===== src/rtl/popcount_arbiter.sv =====
// popcount_arbiter
//
// Accepts a batch of InCnt request words plus a participation mask and
// grants the participating requester whose word has the most set bits.
// One entry is evaluated per cycle through a single shared count_ones
// instance. Ties go to the lowest index.
//
// Ports:
//   clk_i        clock, all state updates on the rising edge
//   rst_i        synchronous active-high reset
//   in_valid_i   batch valid
//   in_ready_o   block can accept a batch (IDLE and not in reset)
//   data_i       request words, entry k at [k*InWdt +: InWdt]
//   mask_i       bit k=1: entry k participates
//   out_valid_o  result valid
//   out_ready_i  consumer accepts the result
//   out_idx_o    winning entry index
//   out_cnt_o    popcount of the winning entry
//   out_none_o   no entry participated

module count_ones #(
    parameter int InWdt  = 8,
    parameter int CntWdt = 16
) (
    input  logic [InWdt-1:0]  word,
    output logic [CntWdt-1:0] cnt
);
    always_comb begin
        cnt = '0;
        for (int i = 0; i < InWdt; i++) begin
            cnt = cnt + CntWdt'(word[i]);
        end
    end
endmodule

// state | meaning
// IDLE  | waiting for a batch, in_ready_o=1
// SCAN  | evaluating entry ptr, one per cycle
// DONE  | result presented, waiting for out_ready_i
module popcount_arbiter #(
    parameter int InCnt  = 4,
    parameter int InWdt  = 8,
    parameter int CntWdt = 16,
    localparam int IdxWdt = $clog2(InCnt)
) (
    input  logic                   clk_i,
    input  logic                   rst_i,
    input  logic                   in_valid_i,
    output logic                   in_ready_o,
    input  logic [InCnt*InWdt-1:0] data_i,
    input  logic [InCnt-1:0]       mask_i,
    output logic                   out_valid_o,
    input  logic                   out_ready_i,
    output logic [IdxWdt-1:0]      out_idx_o,
    output logic [CntWdt-1:0]      out_cnt_o,
    output logic                   out_none_o
);
    typedef enum logic [1:0] {IDLE, SCAN, DONE} state_t;

    state_t state_q, state_d;

    logic [InCnt-1:0][InWdt-1:0] data_q;
    logic [InCnt-1:0]            mask_q;
    logic [IdxWdt-1:0]           ptr_q;
    logic [CntWdt-1:0]           best_cnt_q;
    logic [IdxWdt-1:0]           best_idx_q;
    logic                        found_q;

    logic [InWdt-1:0]  cur_word;
    logic [CntWdt-1:0] cur_cnt;
    logic              last;
    logic              take;

    assign cur_word = data_q[ptr_q];

    count_ones #(
        .InWdt  (InWdt),
        .CntWdt (CntWdt)
    ) u_count_ones (
        .word (cur_word),
        .cnt  (cur_cnt)
    );

    assign last = (ptr_q == IdxWdt'(InCnt - 1));
    // Strict greater-than keeps the earlier (lower-index) entry on a tie.
    assign take = mask_q[ptr_q] && (!found_q || (cur_cnt > best_cnt_q));

    always_comb begin
        state_d = state_q;
        case (state_q)
            IDLE: if (in_valid_i)  state_d = SCAN;
            SCAN: if (last)        state_d = DONE;
            DONE: if (out_ready_i) state_d = IDLE;
            default:               state_d = IDLE;
        endcase
    end

    always_ff @(posedge clk_i) begin
        if (rst_i) begin
            state_q    <= IDLE;
            data_q     <= '0;
            mask_q     <= '0;
            ptr_q      <= '0;
            best_cnt_q <= '0;
            best_idx_q <= '0;
            found_q    <= 1'b0;
        end else begin
            state_q <= state_d;
            case (state_q)
                IDLE: begin
                    if (in_valid_i) begin
                        data_q     <= data_i;
                        mask_q     <= mask_i;
                        ptr_q      <= '0;
                        best_cnt_q <= '0;
                        best_idx_q <= '0;
                        found_q    <= 1'b0;
                    end
                end
                SCAN: begin
                    if (take) begin
                        best_cnt_q <= cur_cnt;
                        best_idx_q <= ptr_q;
                        found_q    <= 1'b1;
                    end
                    if (!last) begin
                        ptr_q <= ptr_q + IdxWdt'(1);
                    end
                end
                default: ;
            endcase
        end
    end

    // Outputs decode from state and registered best values only, so they hold
    // stable under backpressure and have no path from the handshake inputs.
    assign in_ready_o  = (state_q == IDLE) && !rst_i;
    assign out_valid_o = (state_q == DONE);
    assign out_none_o  = (state_q == DONE) && !found_q;
    assign out_idx_o   = found_q ? best_idx_q : '0;
    assign out_cnt_o   = found_q ? best_cnt_q : '0;
endmodule


===== config.mk =====
export PLATFORM = sky130hd
export DESIGN_NAME = popcount_arbiter
export DESIGN_NICKNAME = d
export VERILOG_FILES = /design/src/rtl/popcount_arbiter.sv
export SDC_FILE = /design/constraint.sdc
export NUM_CORES = 1
export LEC_CHECK = 0
export ABC_AREA = 1
export BUFFER_PORTS_ARGS = -buffer_cell sky130_fd_sc_hd__buf_2
export CORE_MARGIN = 3
export CORE_UTILIZATION = 45
export CTS_BUF_LIST = sky130_fd_sc_hd__clkbuf_16
export CTS_CLUSTER_DIAMETER = 150
export CTS_CLUSTER_SIZE = 40
export DETAILED_ROUTE_END_ITERATION = 10
export PLACE_DENSITY = 0.7
export SYNTH_ARGS = -nofsm -noshare
export SYNTH_HDL_FRONTEND = slang
export SYNTH_HIERARCHICAL = 1
export SYNTH_SLANG_ARGS = --single-unit

===== constraint.sdc =====
create_clock -name clk_i -period 11.6 [get_ports clk_i]
set_clock_uncertainty 0.1 [all_clocks]
set_input_delay 2.32 -clock clk_i [delete_from_list [all_inputs] [get_ports clk_i]]
set_output_delay 2.32 -clock clk_i [all_outputs]
set_load 0.02 [all_outputs]

==> flow_summary.yaml, run 1 <==
outcome:
  status: "finished, final reports clean"
placement:
  dpl-instance-area_mm2: 0.00367
  dp.cells: 627
  dp_hpwl_um: 5450
  port_buffers: 60
  gp_congestion: 0.866
floorplan:
  core_mm2: 0.00733
  die_area_mm2: 0.00869
  die_w_um: 93.2
  start_util_pct: 46.7
  num_rows: 31
  io_pins: 61
  die_h_um: 93.2
global_route:
  grtUsageTotal_pct: 18.4
  grt_pass1_wl_um: 12800
  grt_max_degree: 63
  antenna_found_initial: 0
  grt_pass1_vias: 2889
  grt_overflow_total: 0
clocking:
  holdBufCountCts: 0
  cts_buffer_depth: 2
  post_cts_buffers: 0
  root_buffer: "clkbuf_16"
  cts_resized: 0
  clock_latency_ps: 330
  cts_tree: "yes"
  clkSinkCount: 59
  cts_max_level: 3
  numCtsBuffers: 9
  path_clk_slew_ps: 50
synth:
  seq_area_frac_synth_pct: 34.5
  ys.flop_type: "dfxtp_1"
  synth_edf_count: 0
  yosysWarnings: 6
  yosysUniqueCellTypes: 30
  netlist_area_mm2: 0.00342
  syn_avg_cell_area_um2: 6.93
  ys_seq_elements: 59
  synthArstFlopShare_pct: 0
  netlist_instances: 494
worst_setup_path:
  critPathKind: "reg -> reg"
  crit_top_cell: "nand2_1"
  critical_path_peak_fanout: 31
  startpoint_type: "flop"
  slowest_delay_ps: 730
  arrival_ps: 5480
  cp-end-kind: "flop"
  crit_required_ps: 11720
  critical-path-slowest-cell: "dfxtp_1"
finish:
  n_antenna_cell: 0
  fin_nets: 603
  fin_area_mm2: 0.00395
  fin_cells: 643
  area_delta_synth_final_pct: 15.4
  drive_above_1_share_pct: 18.2
route:
  routed_via_density: 4.71
  dr.first_iter.drc_count: 118
  postRouteAntennaNets: 0
  wirelength_um: 7420
  dr_total_vias: 3027
  post_drt_wl_per_cell_um: 11.5
  drc: 0
  drt_pass1_iterations: 4
timing:
  fin_tns_setup_ps: 0
  min_period_over_period_pct: 46.2
  final_hold_viol_count: 0
  worst_pin_slew_ps: 1230
  rsz0062_at_grt: "no"
  min_period_ps: 5360
  slew_headroom_pct: 18.2
  finalMaxSlewViolations: 0
  setup_violations: 0
  fmax_mhz: 187
power:
  vdd_drop_max_mv: 0.0839
  powerDensity_mw_per_mm2: 181
  p_leak_uw: 0.00201
run:
  max_cap_viol_count: 0
min_path:
  worstHoldPathType: "reg -> reg"
==> through the flow <==
step | hold slack, ps | util (%) | worst slack [ps] | power (uW)
CTS | 380 | 53.9 | 6270 | 720
finish | 377 | 53.9 | 6240 | 714
global placement | 366 | 50.1 | 6340 | 466
global route | 404 | 53.9 | 5750 | 777
floorplan | 348 | - | 6210 | 430
detailed placement | 367 | 50.1 | 6260 | 476
==> power breakdown <==
group	internal [uW]	switching, uW
combinational	91.1	136
clock	145	97.3
sequential	225	18.7
total	461	252
==> placed cells by master, fill, tap and decap left out, types with 4 or more instances in the layout <==
cell / netlist / final
clkinvlp_4: 0 / 4
inv_1: 57 / 57
conb_1: 1 / 12
fa_1: 4 / 4
clkbuf_16: 0 / 9
dfxtp_1: 59 / 59
nand3_2: 11 / 11
buf_2: 5 / 60
nor2_1: 115 / 115
nand2_1: 66 / 65
o21ai_0: 54 / 54
o22ai_1: 8 / 8
nand3_1: 16 / 16
inv_2: 5 / 5
a21oi_1: 17 / 17
a21boi_1: 9 / 9
ha_1: 20 / 20
==> cells by family (layout without fill, tap and decap cells) <==
kind of cell             Yosys count  after routing  share of synthesized area [%]
other                              1             12                          0.110
adder cells (fa/ha/maj)           24             24                           9.65
buffers and inverters            100            139                           13.4
AO/OA/AOI/OAI                     96             96                           15.7
flip-flops                        59             59                           34.5
AND/OR/NAND/NOR                  214            214                           26.7
==> synthesized netlist by cell type (5+ instances only) <==
cell / instances / share of area (%)
inv_2: 5 / 0.55
a21boi_1: 9 / 2.0
buf_2: 5 / 0.73
a21oi_1: 17 / 2.5
buf_4: 12 / 2.6
nor2_1: 115 / 13
nand3_1: 16 / 2.3
nand2_1: 66 / 7.2
o21ai_0: 54 / 7.9
inv_1: 57 / 6.2
ha_1: 20 / 7.3
clkbuf_1: 16 / 1.8
o22ai_1: 8 / 1.5
nand3_2: 11 / 3.2
dfxtp_1: 59 / 34
==> worst paths after layout <==
kind / slack, ps / startpoint / cells past startpoint / to
min: 380 / data_q[15] / 2 / data_q[15]
max reg2reg: 6240 / ptr_q[0] / 27 / best_cnt_q[10]
min reg2reg: 380 / data_q[15] / 2 / data_q[15]
max: 6240 / ptr_q[0] / 27 / best_cnt_q[10]
==> worst max-delay path, delay by kind of cell (launching register included) <==
kind                       cells  cell delay, ps
AOI/OAI and AO/OA              2             380
adders and majority gates      6            2370
buffers and inverters          5             500
DFF                            1             730
and+or+nand+nor               14            1150
==> per-layer routing <==
layer / global-route usage (%) / vias to the layer above / part of all wire, %
met1: 23.8 / 1318 / 47
met3: 5.15 / 10 / 5.1
met4: 5.13 / 0 / 1.0
met5: 0 / - / 0
met2: 30.0 / 64 / 47
li1: - / 1635 / -
==> cell type report <==
cell class,count,area (um^2)
clock buffers,9,225
clock inverters,7,52.6
fillers,718,3380
inverters,62,233
multi-input cells,346,1830
flip-flops and latches,59,1180
well taps,99,124
repair buffers,61,308
==> sequential cells by signal, summed over array words and instances, names as in the netlist <==
signal / cells
ptr_q: 2
data_q: 32
best_cnt_q: 16
state_q: 2
mask_q: 4
best_idx_q: 2
found_q: 1
No activity file was read; power rests on OpenSTA's default activity.
==> run 2: changes to the inputs <==
clock period = 5.15 ns   (was 11.6 ns; I/O delays follow)
==> run 2 against run 1 <==
  * Worst setup slack lost 5900 ps
  * Critical path type unchanged
  * Die area is the same
  * Via count up 4.1%
  * Clock power grew to 3.0 times the previous value
  * Global-route usage rose by 0.53 points
  * First-iteration DRC count down 25%
  * Total power increased to 2.5 times the previous value
  * Core utilization increased by 1.4 points
  * Flip-flop and latch count did not move
==> flow_summary.yaml, run 2 (synthesis results as in run 1) <==
placement:
  dpl-instance-area_mm2: 0.00369
  gp_congestion: 0.925
  dp.cells: 629
  dp_hpwl_um: 5490
  port_buffers: 60
  place_ws_ps: 285
power:
  power.share.combinational_pct: 30.1
  p_sw_share_pct: 31.8
  powerDensity_mw_per_mm2: 446
  clock_power_share_pct: 39.9
  switchingPower_uw: 575
  vdd_drop_max_mv: 0.247
  p_leak_uw: 0.00207
  pwr-share-seq_pct: 30.0
  p_int_uw: 1240
finish:
  fin_area_mm2: 0.00406
  largest_register_ffs: 32
  n_antenna_cell: 0
  utilization_pct: 55.3
  drive_above_1_share_pct: 18.1
  area_delta_synth_final_pct: 18.5
  fin_cells: 645
  layout_common_cells: "115 x nor2_1, 65 x nand2_1, 60 x buf_2"
  fin_nets: 605
  final_common_cell: "nor2_1"
  reg_top3: "data_q: 32 flops, best_cnt_q: 16 flops, mask_q: 4 flops"
  top_register: "data_q"
floorplan:
  die_w_um: 93.2
  num_rows: 31
  die_h_um: 93.2
  core_mm2: 0.00733
  die_area_mm2: 0.00869
  start_util_pct: 46.7
  io_pins: 61
clocking:
  root_buffer: "clkbuf_16"
  clock_latency_ps: 330
  post_cts_buffers: 0
  cts_tree: "yes"
  cts_buffer_depth: 2
  cts_max_level: 3
  path_clk_slew_ps: 50
  clkSinkCount: 59
  numCtsBuffers: 9
worst_setup_path:
  crit_top_cell: "nand2_1"
  path_depth: 28
  path_buf_inv: 6
  arrival_ps: 4910
  critical_path_peak_fanout: 31
  crit_family: "adder cells"
  critical-path-slowest-cell: "fa_1"
  critPathKind: "reg -> reg"
  cp-end-kind: "flop"
  crit_required_ps: 5270
  rr_worst_depth: 28
  worst-r2r-setup-slack_ps: 360
  slowest_delay_ps: 480
  startpoint_type: "flop"
timing:
  slew_headroom_pct: 17.1
  min_period_over_period_pct: 93.0
  setup_violations: 0
  fin_tns_setup_ps: 0
  rsz0062_at_grt: "no"
  worst_pin_slew_ps: 1240
  layout_setup_ws_ps: 361
  final_hold_viol_count: 0
  min_period_ps: 4790
  finalMaxSlewViolations: 0
  fmax_mhz: 209
route:
  post_drt_wl_per_cell_um: 12.1
  dr_total_vias: 3151
  dr.first_iter.drc_count: 88
  drc: 0
  postRouteAntennaNets: 0
  routed_via_density: 4.89
  drt_pass1_iterations: 4
  wirelength_um: 7780
min_path:
  holdPathStages: 2
  worstHoldPathType: "reg -> reg"
global_route:
  grt_max_degree: 69
  grtUsageTotal_pct: 18.9
  grt_pass1_vias: 3061
  antenna_found_initial: 0
  grt_pass1_wl_um: 13200
  grt_overflow_total: 0
outcome:
  status: "finished, final reports clean"
run:
  max_cap_viol_count: 0
## run 2: cell types whose count changed in the layout (fill, tap and decap cells not counted), moves of 2 or more
cell	previous run	this run
buf_4	1	3
inv_6	2	0
bufinv_16	0	4
clkinv_1	0	2
clkinvlp_4	4	0
## run 2: tightest hold or removal path, stage by stage, from the launching register on
cell and delay, ps:
dfxtp_1 320, nor2_1 50, nor2_1 80
## run 2: repair_timing
item / 4_1_cts / 5_1_grt
resized for setup: 0 / 2
hold buffers: 0 / 0
endpoints found under the setup margin: 0 / 18
## run 2: worst paths after layout
check	start	endpoint
hold / removal	data_q[13]	data_q[13]
setup / recovery	ptr_q[0]	best_cnt_q[10]
setup reg to reg	ptr_q[0]	best_cnt_q[10]
hold reg to reg	data_q[13]	data_q[13]
## run 2: power by group through the flow
| stage | clock network (uW) | logic [uW] | registers, uW |
|---|---|---|---|
| floorplan | 0 | 432 | 537 |
| global route | 750 | 643 | 550 |
| global placement | 0 | 500 | 551 |
| CTS | 731 | 542 | 543 |
| finish | 722 | 544 | 544 |
| detailed placement | 0 | 525 | 552 |
## run 2: layout make-up
class / count / area [um^2]
well taps: 99 / 124
multi-input cells: 346 / 1840
fillers: 725 / 3270
inverters: 62 / 233
clock buffers: 9 / 225
clock inverters: 7 / 131
flip-flops and latches: 59 / 1180
repair buffers: 63 / 323
## run 2: routing by layer
layer | share of wire (%) | routed length [um] | track usage (%) | vias up
met2 | 47 | 3680 | 31.7 | 61
li1 | - | - | - | 1642
met3 | 4.1 | 323 | 3.62 | 15
met1 | 46 | 3610 | 23.2 | 1433
met4 | 2.3 | 176 | 9.28 | 0
met5 | 0 | 0 | 0 | -
## run 2: metrics by stage
stage	total power (uW)	hold WS [ps]
finish	1810	382
global route	1940	414
CTS	1820	383
detailed placement	1080	372
global placement	1050	364
floorplan	969	348
